## config.mk

```make
export PLATFORM = sky130hd
export DESIGN_NAME = dsa_pixel_packer
export DESIGN_NICKNAME = d
export VERILOG_FILES = /design/src/rtl/dsa_pkg.sv /design/src/rtl/dsa_step_gate.sv /design/src/rtl/dsa_pixel_packer.sv
export SDC_FILE = /design/constraint.sdc
export NUM_CORES = 1
export LEC_CHECK = 0
export CORE_MARGIN = 2
export CORE_UTILIZATION = 44
export DETAILED_ROUTE_END_ITERATION = 12
export PLACE_DENSITY = 0.73
export SYNTH_ARGS = -nofsm -noshare
export SYNTH_HDL_FRONTEND = slang
export SYNTH_SLANG_ARGS = --single-unit
```

## constraint.sdc

```tcl
create_clock -name clk -period 6.08 [get_ports clk]
set_input_delay 1.216 -clock clk [delete_from_list [all_inputs] [get_ports clk]]
set_output_delay 1.216 -clock clk [all_outputs]
set_load 0.1 [all_outputs]
```

## src/rtl/dsa_pkg.sv

```systemverilog
// Shared types and constants for the DSA output-side pixel packer.
package dsa_pkg;

    localparam int BPW          = 4;
    localparam int DSA_OUT_BASE = 16384;

    typedef enum logic [2:0] {
        ST_IDLE,
        ST_ACCEPT,
        ST_PAUSE,
        ST_WRITE,
        ST_FLUSH,
        ST_DONE
    } pack_state_e;

endpackage

```

## src/rtl/dsa_step_gate.sv

```systemverilog
// Step-mode release for the packer: registered rising-edge detect on the
// "next" button, or immediate release once step mode is switched off.
module dsa_step_gate (
    input  logic clk,
    input  logic rst_n,
    input  logic i_step_mode,
    input  logic i_step_trig,
    output logic o_release
);

    logic trig_q;
    logic rise_q;

    always_ff @(posedge clk or negedge rst_n) begin
        if (!rst_n) begin
            trig_q <= 1'b0;
            rise_q <= 1'b0;
        end else begin
            trig_q <= i_step_trig;
            rise_q <= i_step_trig & ~trig_q;
        end
    end

    // A held button produces a single pulse on rise_q.
    assign o_release = rise_q | ~i_step_mode;

endmodule

```

## src/rtl/dsa_pixel_packer.sv

```systemverilog
// Packs 1..MAX_LANES pixels per beat into DATA_W-bit memory words with an optional
// per-write step pause. Statistics counters exist only with DSA_PACK_STATS_EN.
module dsa_pixel_packer
    import dsa_pkg::*;
#(
    parameter int DATA_W    = BPW * 8,
    parameter int PIX_W     = 8,
    parameter int ADDR_W    = 16,
    parameter int MAX_LANES = 4,
    parameter int CNT_W     = 18
) (
    input  logic                             clk,
    input  logic                             rst_n,
    input  logic                             i_start,
    input  logic [ADDR_W-1:0]                i_base_addr,
    input  logic [CNT_W-1:0]                 i_total_pix,
    input  logic                             i_pix_valid,
    output logic                             o_pix_ready,
    input  logic [MAX_LANES*PIX_W-1:0]       i_pix_data,
    input  logic [$clog2(MAX_LANES+1)-1:0]   i_pix_count,
    input  logic                             i_step_mode,
    input  logic                             i_step_trig,
    output logic [ADDR_W-1:0]                o_mem_addr,
    output logic                             o_mem_we,
    output logic [DATA_W/PIX_W-1:0]          o_mem_byte_en,
    output logic [DATA_W-1:0]                o_mem_wdata,
    output logic                             o_busy,
    output logic                             o_done,
    output logic [CNT_W-1:0]                 o_words_written,
    output logic [CNT_W-1:0]                 o_pix_dropped
);

    localparam int WORD_BYTES  = DATA_W / PIX_W;
    localparam int STAGE_BYTES = 2 * WORD_BYTES;
    localparam int FILL_W      = $clog2(STAGE_BYTES + 1);

    // Beat handshake: a beat transfers on a rising clk edge where
    // i_pix_valid && o_pix_ready; o_pix_ready depends only on registered state.
    pack_state_e       state, state_n, target, target_n, route;
    logic [ADDR_W-1:0] wr_addr;
    logic [CNT_W-1:0]  remaining, lane_cnt, take, eval_rem;
    logic [FILL_W-1:0] fill, eval_fill;
    logic [PIX_W-1:0]  stage [STAGE_BYTES];
    logic              handshake, evaluate, step_release;

    dsa_step_gate u_step_gate (
        .clk         (clk),
        .rst_n       (rst_n),
        .i_step_mode (i_step_mode),
        .i_step_trig (i_step_trig),
        .o_release   (step_release)
    );

    always_comb begin
        lane_cnt = CNT_W'(i_pix_count);
        if (i_pix_count == '0 || int'(i_pix_count) > MAX_LANES) begin
            lane_cnt = CNT_W'(MAX_LANES);
        end
        take = (lane_cnt < remaining) ? lane_cnt : remaining;
    end

    assign o_pix_ready = (state == ST_ACCEPT) && (fill < FILL_W'(WORD_BYTES)) && (remaining != '0);
    assign handshake   = o_pix_ready && i_pix_valid;

    // ACCEPT and WRITE share one routing rule applied to the post-edge fill/remaining.
    always_comb begin
        state_n   = state;
        target_n  = target;
        evaluate  = 1'b0;
        eval_fill = fill;
        eval_rem  = remaining;
        route     = ST_ACCEPT;
        case (state)
            ST_IDLE:   if (i_start) state_n = (i_total_pix == '0) ? ST_DONE : ST_ACCEPT;
            ST_ACCEPT: begin
                evaluate = 1'b1;
                if (handshake) begin
                    eval_fill = fill + FILL_W'(take);
                    eval_rem  = remaining - take;
                end
            end
            ST_WRITE: begin
                evaluate  = 1'b1;
                eval_fill = fill - FILL_W'(WORD_BYTES);
            end
            ST_PAUSE:  if (step_release) state_n = target;
            ST_FLUSH:  state_n = ST_DONE;
            ST_DONE:   state_n = ST_IDLE;
            default:   state_n = ST_IDLE;
        endcase
        if (evaluate) begin
            if (eval_fill >= FILL_W'(WORD_BYTES))   route = ST_WRITE;
            else if (eval_rem == '0 && eval_fill != '0) route = ST_FLUSH;
            else if (eval_rem == '0)                route = ST_DONE;
            if (i_step_mode && (route == ST_WRITE || route == ST_FLUSH)) begin
                state_n  = ST_PAUSE;
                target_n = route;
            end else begin
                state_n = route;
            end
        end
    end

    always_ff @(posedge clk or negedge rst_n) begin
        if (!rst_n) begin
            state     <= ST_IDLE;
            target    <= ST_WRITE;
            wr_addr   <= '0;
            remaining <= '0;
            fill      <= '0;
            for (int j = 0; j < STAGE_BYTES; j++) stage[j] <= '0;
        end else begin
            state  <= state_n;
            target <= target_n;
            case (state)
                ST_IDLE: if (i_start) begin
                    wr_addr   <= i_base_addr;
                    remaining <= i_total_pix;
                    fill      <= '0;
                    for (int j = 0; j < STAGE_BYTES; j++) stage[j] <= '0;
                end
                ST_ACCEPT: if (handshake) begin
                    for (int j = 0; j < STAGE_BYTES; j++) begin
                        for (int i = 0; i < MAX_LANES; i++) begin
                            if (CNT_W'(i) < take && int'(fill) + i == j) begin
                                stage[j] <= i_pix_data[i*PIX_W +: PIX_W];
                            end
                        end
                    end
                    fill      <= fill + FILL_W'(take);
                    remaining <= remaining - take;
                end
                ST_WRITE: begin
                    for (int j = 0; j < WORD_BYTES; j++) begin
                        stage[j]              <= stage[j+WORD_BYTES];
                        stage[j+WORD_BYTES]   <= '0;
                    end
                    fill    <= fill - FILL_W'(WORD_BYTES);
                    wr_addr <= wr_addr + 1'b1;
                end
                ST_FLUSH: begin
                    for (int j = 0; j < STAGE_BYTES; j++) stage[j] <= '0;
                    fill    <= '0;
                    wr_addr <= wr_addr + 1'b1;
                end
                default: ;
            endcase
        end
    end

    // Memory port decoded purely from registered state; flush masks bytes at or above fill.
    always_comb begin
        o_mem_byte_en = '0;
        o_mem_wdata   = '0;
        for (int b = 0; b < WORD_BYTES; b++) begin
            if (state == ST_WRITE || (state == ST_FLUSH && FILL_W'(b) < fill)) begin
                o_mem_byte_en[b]               = 1'b1;
                o_mem_wdata[b*PIX_W +: PIX_W] = stage[b];
            end
        end
    end

    assign o_mem_we   = (state == ST_WRITE) || (state == ST_FLUSH);
    assign o_mem_addr = wr_addr;
    assign o_busy     = (state != ST_IDLE);
    assign o_done     = (state == ST_DONE);

`ifdef DSA_PACK_STATS_EN
    logic [CNT_W-1:0] words_q;
    logic [CNT_W-1:0] dropped_q;

    always_ff @(posedge clk or negedge rst_n) begin
        if (!rst_n) begin
            words_q   <= '0;
            dropped_q <= '0;
        end else if (state == ST_IDLE && i_start) begin
            words_q   <= '0;
            dropped_q <= '0;
        end else begin
            if (o_mem_we) words_q <= words_q + 1'b1;
            if (handshake) dropped_q <= dropped_q + (lane_cnt - take);
        end
    end

    assign o_words_written = words_q;
    assign o_pix_dropped   = dropped_q;
`else
    assign o_words_written = '0;
    assign o_pix_dropped   = '0;
`endif

endmodule
```

# ---- Word-level counts from Yosys, hierarchy flattened
# Cells that the tools add are included.
dict set report classes {
  addsub 7
  order_cmp 12
  eq_ne 48
  mux 66
  n_bitwise 4
  n_reduce_logical 77
}
# op n
set op_table {}
lappend op_table {{$eq 32x4->1 const B} 9}
lappend op_table {{$mux 8} 36}
lappend op_table {{$pmux 64 s4} 1}
lappend op_table {{$eq 32x3->1 const B} 6}
lappend op_table {{$logic_not 32->1} 4}
lappend op_table {{$mux 64} 2}
lappend op_table {{$eq 32x2->1 const B} 3}
lappend op_table {{$mux 18} 4}
lappend op_table {{$logic_and 1x1->1} 41}
lappend op_table {{$ne 5x1->1 const B} 8}
lappend op_table {{$logic_not 18->1} 2}
lappend op_table {{$lt 1x18->1 const A} 2}
lappend op_table {{$lt 2x18->1 const A} 2}
lappend op_table {{$pmux 18 s2} 1}
lappend op_table {{$pmux 16 s2} 1}
lappend op_table {{$reduce_and 4->1} 8}
lappend op_table {{$mux 3} 10}
lappend op_table {{$lt 18x18->1} 1}
lappend op_table {{$reduce_bool 18->1} 1}
lappend op_table {{$sub 18x18->18} 1}
lappend op_table {{$add 16x1->16 const B} 1}
lappend op_table {{$eq 4x4->1 const B} 4}
lappend op_table {{$mux 16} 1}
lappend op_table {{$pmux 4 s4} 1}
lappend op_table {{33 further kinds} 64}
dict set report totals {
  reg_bits 110
  out_inout_bits 92
  wordCells 229
}

# ---- Longest topological paths before layout
# Gate-level depths: netlist of run 1.
dict set report logic_depth {
  word_depth 18
  mapped_depth 20
  ltp_nobuf 19
}

# ---- Hierarchy
# From an unflattened synthesis of run 1, not the netlist that was laid out.
dict set report hier_totals {
  cells_unflattened 1093
  area_unflattened_um2 9064.9
}
# module instances cells_per_inst area_per_inst_um2 seq_area_each_um2
set modules_own_cells {}
lappend modules_own_cells {dsa_pixel_packer 1 1089 8994.9 2705.1}
lappend modules_own_cells {dsa_step_gate 1 4 70.1 50.0}

# ---- Worst setup path before layout of run 1
# Ideal clock, no wire load.
dict set report synth_timing {
  path_kind {input -> register}
  start {input i_pix_count[0]}
  end {register target[0]}
  setup_ps 77
  arrival_time_ps 5475
  required_ps 6003
  path_slack_ps 528
  stages 18
  path_buffers 1
  path_cell_list {or2_2 -> ha_1 -> inv_1 -> ha_1 -> o21a_1 -> o31a_1 -> o211a_1 -> o21ai_1 -> ha_1 -> nor2b_1 -> or3_1 -> clkbuf_1 -> or4_1 -> o31a_1 -> o21ai_0 -> nand4_1 -> or4b_4 -> a21o_1}
}
dict set report synth_via {
  elab_chain_len 17
}
# item line_no
set synth_lines {}
lappend synth_lines {{start, declared} dsa_pixel_packer.sv:20} ;# input logic [$clog2(MAX_LANES+1)-1:0] i_pix_count,
lappend synth_lines {{$gt 3x3->1 or $logic_not 3->1 (tied branches)} dsa_pixel_packer.sv:56} ;# if (i_pix_count == '0 || int'(i_pix_count) > MAX_LANES) begin
lappend synth_lines {{$logic_or 1x1->1} dsa_pixel_packer.sv:56}
lappend synth_lines {{$mux 3 *} dsa_pixel_packer.sv:56}
lappend synth_lines {{$lt 18x18->1} dsa_pixel_packer.sv:59} ;# take = (lane_cnt < remaining) ? lane_cnt : remaining;
lappend synth_lines {{$mux 18 *} dsa_pixel_packer.sv:59}
lappend synth_lines {{$sub 18x18->18 or $add 4x4->4 (tied branches)} {dsa_pixel_packer.sv:79, dsa_pixel_packer.sv:78}}
lappend synth_lines {{$mux 18 or $mux 4 (tied branches)} --}
lappend synth_lines {{$mux 18 or $pmux 4 s2 (tied branches)} dsa_pixel_packer.sv:73} ;# case (state)
lappend synth_lines {{$logic_not 18->1 or $reduce_bool 4->1 (tied branches)} {dsa_pixel_packer.sv:93, dsa_pixel_packer.sv:94}}
lappend synth_lines {{$mux 3 or $logic_and 1x1->1 (tied branches)} {dsa_pixel_packer.sv:94, dsa_pixel_packer.sv:93}}
lappend synth_lines {{$mux 3} dsa_pixel_packer.sv:93} ;# else if (eval_rem == '0 && eval_fill != '0) route = ST_FLUSH;
lappend synth_lines {{$mux 3 *} dsa_pixel_packer.sv:92} ;# if (eval_fill >= FILL_W'(WORD_BYTES)) route = ST_WRITE;
lappend synth_lines {{$mux 3 *} dsa_pixel_packer.sv:91} ;# if (evaluate) begin
lappend synth_lines {{$eq 3x2->1 or $eq 3x3->1 (tied branches)} dsa_pixel_packer.sv:95} ;# if (i_step_mode && (route == ST_WRITE || route == ST_FLUSH)) begin
lappend synth_lines {{$logic_or 1x1->1} dsa_pixel_packer.sv:95}
lappend synth_lines {{$logic_and 1x1->1} dsa_pixel_packer.sv:95}
lappend synth_lines {{$reduce_and 2->1 (no source line)} --}
lappend synth_lines {{end signal, assigned} dsa_pixel_packer.sv:114} ;# target <= target_n;
lappend synth_lines {{end, declared} dsa_pixel_packer.sv:39} ;# pack_state_e state, state_n, target, target_n, route;
# Mark *: on every way between the ends. The rest lies on a longest branch, timed or not. The select of a mux whose other input is x is not followed.
# A chain may end at the register's enable or synchronous reset.

# ---- Worst setup path after layout of run 1
dict set report layout_timing {
  start {input i_pix_count[0]}
  end {register state[1]}
}
dict set report layout_via {
  elab_chain_len 18
}
# item line_no
set layout_lines {}
lappend layout_lines {{$gt 3x3->1 or $logic_not 3->1 (tied branches)} dsa_pixel_packer.sv:56}
lappend layout_lines {{$logic_or 1x1->1} dsa_pixel_packer.sv:56}
lappend layout_lines {{$mux 3 *} dsa_pixel_packer.sv:56}
lappend layout_lines {{$lt 18x18->1} dsa_pixel_packer.sv:59}
lappend layout_lines {{$mux 18 *} dsa_pixel_packer.sv:59}
lappend layout_lines {{$sub 18x18->18 or $add 4x4->4 (tied branches)} {dsa_pixel_packer.sv:79, dsa_pixel_packer.sv:78}}
lappend layout_lines {{$mux 18 or $mux 4 (tied branches)} --}
lappend layout_lines {{$mux 18 or $pmux 4 s2 (tied branches)} dsa_pixel_packer.sv:73}
lappend layout_lines {{[... 2 more ...]} --}
lappend layout_lines {{$mux 3} dsa_pixel_packer.sv:93}
lappend layout_lines {{$mux 3 *} dsa_pixel_packer.sv:92}
lappend layout_lines {{$mux 3 *} dsa_pixel_packer.sv:91}
lappend layout_lines {{$eq 3x2->1 or $eq 3x3->1 (tied branches)} dsa_pixel_packer.sv:95}
lappend layout_lines {{$logic_or 1x1->1} dsa_pixel_packer.sv:95}
lappend layout_lines {{$logic_and 1x1->1} dsa_pixel_packer.sv:95}
lappend layout_lines {{$mux 3 *} dsa_pixel_packer.sv:95}
lappend layout_lines {{$mux 3 *} dsa_pixel_packer.sv:91}
lappend layout_lines {{end signal, assigned} dsa_pixel_packer.sv:113} ;# state <= state_n;
lappend layout_lines {{end, declared} dsa_pixel_packer.sv:39}
# Marks and branches as above.

==> metrics, run 1 <==
max-cap violations=0; largest net degree at the start of global routing=62; # diodes=0; vias in the first global route=roughly 8,200; hold path start=u_step_gate.trig_q; Cell Rows=about 50; r2r endpoint=state[1]; reg2reg setup slack=between 1 and 1.5 ns; most used routing layer=met2; Initial Utilization=about 45%; initial antenna violation count=0; total grt overflow=0; R2R Path Start=remaining[8]; initial DRC count=approximately 1,100; Tmin final=between 5 and 6 ns; height of the die=approximately 140 µm; Max Slew Vio Count=0; total number of H-tree levels=3; CP Data Required Time=approximately 6.4 ns; status=completed; root buf cell=clkbuf_16; M3 GR Usage=around 4.6%; Peak VDD IR=approximately 0.40 mV; worst-path cell chain=clkdlybuf4s50_1, or2_2, ha_1, inv_1, ha_1, o21a_1, o31a_1, o211a_1, o21ai_1, ha_1, nor2b_1, or3_1, buf_4, a2111oi_0, buf_4, xnor2_1, nand3_1, a2bb2oi_1, or4b_4, a22oi_1; Mapped Cells=roughly 1,000; RSZ-0062 raised after global routing=false; Synth area leader=dfrtp_1; Synth async-reset ratio=between 90% and 100%; Final period util=a little over nine tenths; slew margin rel.=around 22%; Layout area overhead=19.2%; Crit Path Class=primary input to flip-flop; cell depth of the worst flop-to-flop path=16; GPL Wtd Cong=roughly 0.93; Cell Area, Placed=about 0.01 mm²; Slew @ Worst Pin=about 1.2 ns; top post-synthesis cells by area=dfrtp_1 (31%), mux2i_1 (7.4%), mux2_2 (6.8%); IO Port Bufs=130; post-layout util=53.5%; Most common cell on crit path=ha_1; HP Class=flip-flop to flip-flop; num ports=167; register bit total from synthesis=110; CTS tree=built; number of library cell types mapped by synthesis=73; syn_area_per_cell=approximately 8.7 µm²; Worst Setup Start Kind=primary input; Leak=between 0.004 and 0.005 µW; buffer count from post-CTS setup fixing=0; clock edge transition at the registers on the reported setup and hold paths=0.08 ns; worst hold stages=1; most common cell in the netlist=dfrtp_1; post-DP HPWL=a little under 20 mm; critical-path cell with the highest stage delay=or4b_4; layout cell share with drive strength beyond 1=between 10% and 20%; drt total wl=28.2 mm; CTS buffer count=9; fmax=174 MHz; GRT Overall Usage=roughly a quarter; Post-synth EDFFs=0; filler cell count=1,788; design area=about 0.010 mm²; first-pass GRT wire length=roughly 45 mm; sequential share of the synthesized area=a little under a third; Synth Cell Area=between 0.008 and 0.009 mm²; Yosys top cell area share=30.9%; Hold EP=u_step_gate.rise_q; commonest cells in the netlist=dfrtp_1 (108), nand2_1 (79), a21oi_1 (68), mux2i_1 (65), mux2_2 (53); # setup viols final=0; Arrival @ worst endpoint=roughly 6 ns; final hold violations=0; Pre-antenna DRT Iters=7; final clock skew=about 0.0080 ns; Max Root-Sink Buffers=2; M1 GR Usage=37.1%; clock latency on the worst-skew pair=~0.37 ns; CP max FO=8; # DRC=0; Vias=roughly 8,500; Final nets=roughly 1,200; CORE AREA=a little under 0.02 mm²; met2 global-route usage=between 40 and 50%; clock sinks=between 100 and 150; WL/cell=20.9 µm; chip width=approximately 140 µm; die area=~0.021 mm²; YS warnings=0; post-DR vias/cell=between 6 and 7; Largest stage delay, worst path=between 0.6 and 0.7 ns; top_reg_cell synth=dfrtp_1; power density cells=between 500 and 600 mW/mm²; post-route ant nets=0; Worst Setup End Kind=flip-flop
==> cell usage in the layout (no fill, tap or decap), drive strengths merged, types with 13 or more instances in the layout <==
| cell | n |
|---|---|
| conb | 36 |
| clkdlybuf4s50 | 121 |
| nand3 | 24 |
| a22oi | 35 |
| inv | 25 |
| nor4 | 15 |
| nand2 | 79 |
| mux2i | 66 |
| mux2 | 56 |
| o211ai | 25 |
| o221ai | 36 |
| ha | 16 |
| buf | 32 |
| and3 | 17 |
| and2 | 31 |
| nor3 | 13 |
| a21oi | 68 |
| dfrtp | 108 |
| or3 | 17 |
| o21ai | 61 |
| nor2 | 51 |
==> state kept, by name (all words and copies together) (netlist names) <==
register / count
stage: 64
remaining: 18
o_mem_addr: 16
fill: 4
state: 3
target: 3
u_step_gate.rise_q: 1
u_step_gate.trig_q: 1
==> final cells by class <==
cell class                 instances  area [µm²]  area share [%]
inverter                          26        97.6           0.937
multi-input combinational        784        5440            52.2
tap                              265         332            3.18
timing repair buffer             153        1450            13.9
clock buffer                       9         225            2.16
clock inverter                     7         120            1.15
sequential                       110        2760            26.4
==> what timing repair did <==
item,4_1_cts,5_1_grt
hold buffers,0,0
setup endpoints to repair,0,1
resized for setup,0,1
==> layer usage <==
layer / vias to the layer above / wire (µm)
li1: 3864 / -
met1: 4032 / 12000
met2: 530 / 12400
met3: 96 / 2820
met4: 0 / 961
met5: - / 0
==> worst max-delay path: cells and delay by family <==
kind / cells / cell delay (ns)
simple gates: 5 / 1.57
compound gates: 7 / 1.48
buf+inv: 4 / 0.90
fa+ha+maj: 3 / 0.77
xor+xnor: 1 / 0.10
==> kinds of logic (layout without fill, tap and decap cells) <==
family                   count (synthesis)  in the layout  synth area share (%)
flip-flops                             110            110                  31.5
AO/OA/AOI/OAI                          309            309                  24.9
buffers and inverters                  144            195                  8.00
multiplexers                           122            122                  14.9
XOR/XNOR                                 7              7                 0.701
other                                    1             36                0.0429
AND/OR/NAND/NOR                        292            292                  17.2
adder cells (fa/ha/maj)                 18             18                  2.75
==> worst max-delay path by stage <==
stage / to / startpoint / cells past startpoint / slack, ns
global placement: target[0] / i_pix_count[0] / 20 / 0.16
finish: state[1] / i_pix_count[0] / 20 / 0.32
CTS: target[1] / i_pix_count[0] / 20 / 0.35
detailed placement: state[1] / i_pix_count[0] / 20 / -0.01
floorplan: target[0] / i_pix_count[0] / 18 / 0.53
global route: state[1] / i_pix_count[0] / 20 / 0.02
==> through the flow <==
step	instances	setup TNS, ns	total power [µW]	worst slack [ns]	hold slack, ns
2_1_floorplan	1038	0	4080	0.528	0.378
3_3_place_gp	1338	0	4950	0.164	0.387
3_5_place_dp	1338	-0.0164	5000	-0.0115	0.384
4_1_cts	1354	0	5710	0.349	0.398
5_1_grt	1354	0	6080	0.0224	0.444
6_report	1354	0	5740	0.320	0.396
==> where the power goes <==
group          switching (µW)  internal [µW]
sequential                260            973
clock                     298            405
combinational            2600           1200
Note: power is estimated with default switching activity, not from simulation.
==> run 2, diff against run 1 <==
ABC_AREA = 1   (was unset)
CAP_MARGIN = 5   (was unset)
PLACE_DENSITY = 0.72   (was 0.73)
==> run 2 against run 1 <==
Register-to-register slack better by 1.2 ns; count of clock-buffer cells in the layout is 1 higher; largest power group unchanged; clock power shrank 15%; non-clock buffer count down 15; combinational power grew 26%; utilization decreased by 2.2 points; cell count grew 48%; critical path type unchanged; first-iteration DRC count shrank 2.4%; largest cell class unchanged; fmax grew 18%.
==> metrics, run 2 <==
register bit total from synthesis=110 (unchanged); Synth async-reset ratio=100% (unchanged); Most common cell on crit path=nand2_1 (was ha_1); Crit Path Class=primary input to flip-flop (unchanged); buffer count from post-CTS setup fixing=0 (unchanged); post-DP HPWL=25.7 mm (was 19.4 mm); Max Root-Sink Buffers=2 (unchanged); Tmin final=4.87 ns (was 5.76 ns); Crit path max-delay family=simple AND/OR/NAND/NOR gates (unchanged); Max Slew Vio Count=0 (unchanged); # diodes=0 (unchanged); HP Class=flip-flop to flip-flop (unchanged); setup TNS=0 ns (unchanged); Largest stage delay, worst path=0.45 ns (was 0.61 ns); first-pass GRT wire length=54.6 mm (was 45.0 mm); Final period util=80.2% (was 94.7%); top_reg_cell synth=dfrtp_1 (unchanged); YS warnings=0 (unchanged); Layout area overhead=14.5% (was 19.2%); status=completed (unchanged); top post-synthesis cells by area=dfrtp_1 (27%), nand2_1 (14%), nor2_1 (9.6%) (was dfrtp_1 (31%), mux2i_1 (7.4%), mux2_2 (6.8%)); Resized Gates After CTS=0 (unchanged); Post-synth EDFFs=0 (unchanged); drt total wl=34.6 mm (was 28.2 mm); Top reg by flops=stage (unchanged); sequential share of the synthesized area=27.3% (was 31.5%); Leak=0.00575 µW (was 0.00455 µW); crit path buf inv count=6 (was 4); number of library cell types mapped by synthesis=48 (was 73); Peak VDD IR=0.377 mV (was 0.398 mV); post-route ant nets=0 (unchanged); fmax=205 MHz (was 174 MHz); CTS buffer count=9 (unchanged); RSZ-0062 raised after global routing=false (unchanged); root buf cell=clkbuf_16 (unchanged); clock latency on the worst-skew pair=0.37 ns (about the same); Synth area leader=dfrtp_1 (unchanged); chip width=156 µm (was 145 µm); Initial Utilization=44.8% (was 44.9%); height of the die=156 µm (was 145 µm); layout cell share with drive strength beyond 1=7.98% (was 12.5%); Cell Rows=55 (was 51); Final nets=1,806 (was 1,177); most common cell in the netlist=nand2_1 (was dfrtp_1); syn_area_per_cell=6.24 µm² (was 8.72 µm²); WL/cell=17.3 µm (was 20.9 µm); CTS tree=built (unchanged); clock edge transition at the registers on the reported setup and hold paths=0.08 ns (about the same); die area=0.0242 mm² (was 0.0210 mm²); commonest cells in the netlist=nand2_1 (370), nor2_1 (258), nand3_1 (187), inv_1 (186), o21ai_0 (124) (was dfrtp_1 (108), nand2_1 (79), a21oi_1 (68), mux2i_1 (65), mux2_2 (53)); Arrival @ worst endpoint=5.19 ns (was 6.05 ns); max-cap violations=0 (unchanged); Largest register FFs=64 (unchanged); Worst Setup Start Kind=primary input (unchanged); num ports=167 (unchanged); CP Data Required Time=6.39 ns (was 6.37 ns); Worst Setup End Kind=flip-flop (unchanged); # setup viols final=0 (unchanged); Vias=11,008 (was 8,522); clock sinks=110 (unchanged); total grt overflow=0 (unchanged); cts hold-fix bufs=0 (unchanged); Final WS setup=1.21 ns (was 0.320 ns); GPL Wtd Cong=0.988 (was 0.928); IO Port Bufs=130 (unchanged); CP max FO=6 (was 8); most used cells in the layout excluding fill and tap cells=nand2_1 (370), nor2_1 (258), nand3_1 (187) (was clkdlybuf4s50_1 (121), dfrtp_1 (108), nand2_1 (79)); vias in the first global route=10,128 (was 8,170); # DRC=0 (unchanged); Pre-antenna DRT Iters=6 (was 7); Synth Cell Area=0.0101 mm² (was 0.00874 mm²); commonest non-fill, non-tap cell in the layout=nand2_1 (was clkdlybuf4s50_1); largest net degree at the start of global routing=87 (was 62); Slew @ Worst Pin=1.03 ns (was 1.16 ns); final clock skew=0.00708 ns (was 0.00801 ns); Yosys top cell area share=26.7% (was 30.9%); total number of H-tree levels=3 (unchanged); initial antenna violation count=0 (unchanged); CORE AREA=0.0226 mm² (was 0.0195 mm²); GRT Overall Usage=28.6% (was 26.3%); Setup WS pre-CTS=0.871 ns (was -0.0115 ns); post-DR vias/cell=5.50 (was 6.29); Mapped Cells=1,620 (was 1,003); critical-path cell with the highest stage delay=clkdlybuf4s50_1 (was or4b_4); power density cells=587 mW/mm² (was 551 mW/mm²); slew margin rel.=31.1% (was 21.9%); initial DRC count=1,108 (was 1,135); final hold violations=0 (unchanged)
## run 2: cell type report
cell class | instances | area, µm²
fill | 2365 | 11000
multi-input combinational | 1257 | 6150
sequential | 110 | 2760
timing repair buffer | 138 | 1280
inverter | 197 | 747
tap | 285 | 357
clock buffer | 10 | 239
clock inverter | 5 | 45.0
## run 2: kinds of logic (layout without fill, tap and decap cells)
group / after synthesis / in the layout / share of synthesized area, %
AO/OA/AOI/OAI: 268 / 268 / 15.1
XOR/XNOR: 19 / 19 / 1.65
adder cells (fa/ha/maj): 18 / 18 / 2.38
buffers and inverters: 288 / 350 / 13.2
flip-flops: 110 / 110 / 27.3
other: 1 / 36 / 0.0371
AND/OR/NAND/NOR: 916 / 916 / 40.4
## run 2: path summary, 6_finish.rpt
path	start	endpoint	slack [ns]	cells past startpoint
max	i_pix_count[1]	target[0]	1.21	30
min	u_step_gate.trig_q	u_step_gate.rise_q	0.39	1
max reg2reg	remaining[2]	target[0]	2.26	26
min reg2reg	u_step_gate.trig_q	u_step_gate.rise_q	0.39	1
max in group asynchronous	rst_n	stage[7]	3.99	2
min in group asynchronous	rst_n	stage[55]	0.94	1
## run 2: power breakdown
part / switching, µW / internal, µW
logic: 3540 / 1270
registers: 304 / 1090
clock network: 304 / 293
## run 2: layer usage
layer / track usage (%) / routed length [µm]
met1: 39.4 / 14800
met2: 43.7 / 14700
met3: 5.53 / 3430
met4: 13.0 / 1700
met5: 0 / 0
## run 2: stage by stage
| step | util [%] | total power, µW | cells | instance area, µm² | hold WS [ns] |
|---|---|---|---|---|---|
| final | 51.3 | 6790 | 2002 | 11600 | 0.394 |
| after global routing | 51.3 | 7360 | 2002 | 11600 | 0.414 |
| after CTS | 51.3 | 6780 | 2002 | 11600 | 0.397 |
| after detailed placement | 50.0 | 6160 | 1987 | 11300 | 0.386 |
| after global placement | 50.0 | 6100 | 1987 | 11300 | 0.380 |
| after floorplan | - | 5110 | 1655 | 10200 | 0.376 |
## run 2: worst register-to-register path: cells and delay by family, from the launching register on
kind / cells / cell delay (ns)
AO/OA/AOI/OAI: 1 / 0.12
XOR/XNOR: 1 / 0.16
adder cells (fa/ha/maj): 2 / 0.74
buffers and inverters: 4 / 0.46
flip-flops: 1 / 0.41
AND/OR/NAND/NOR: 18 / 1.88
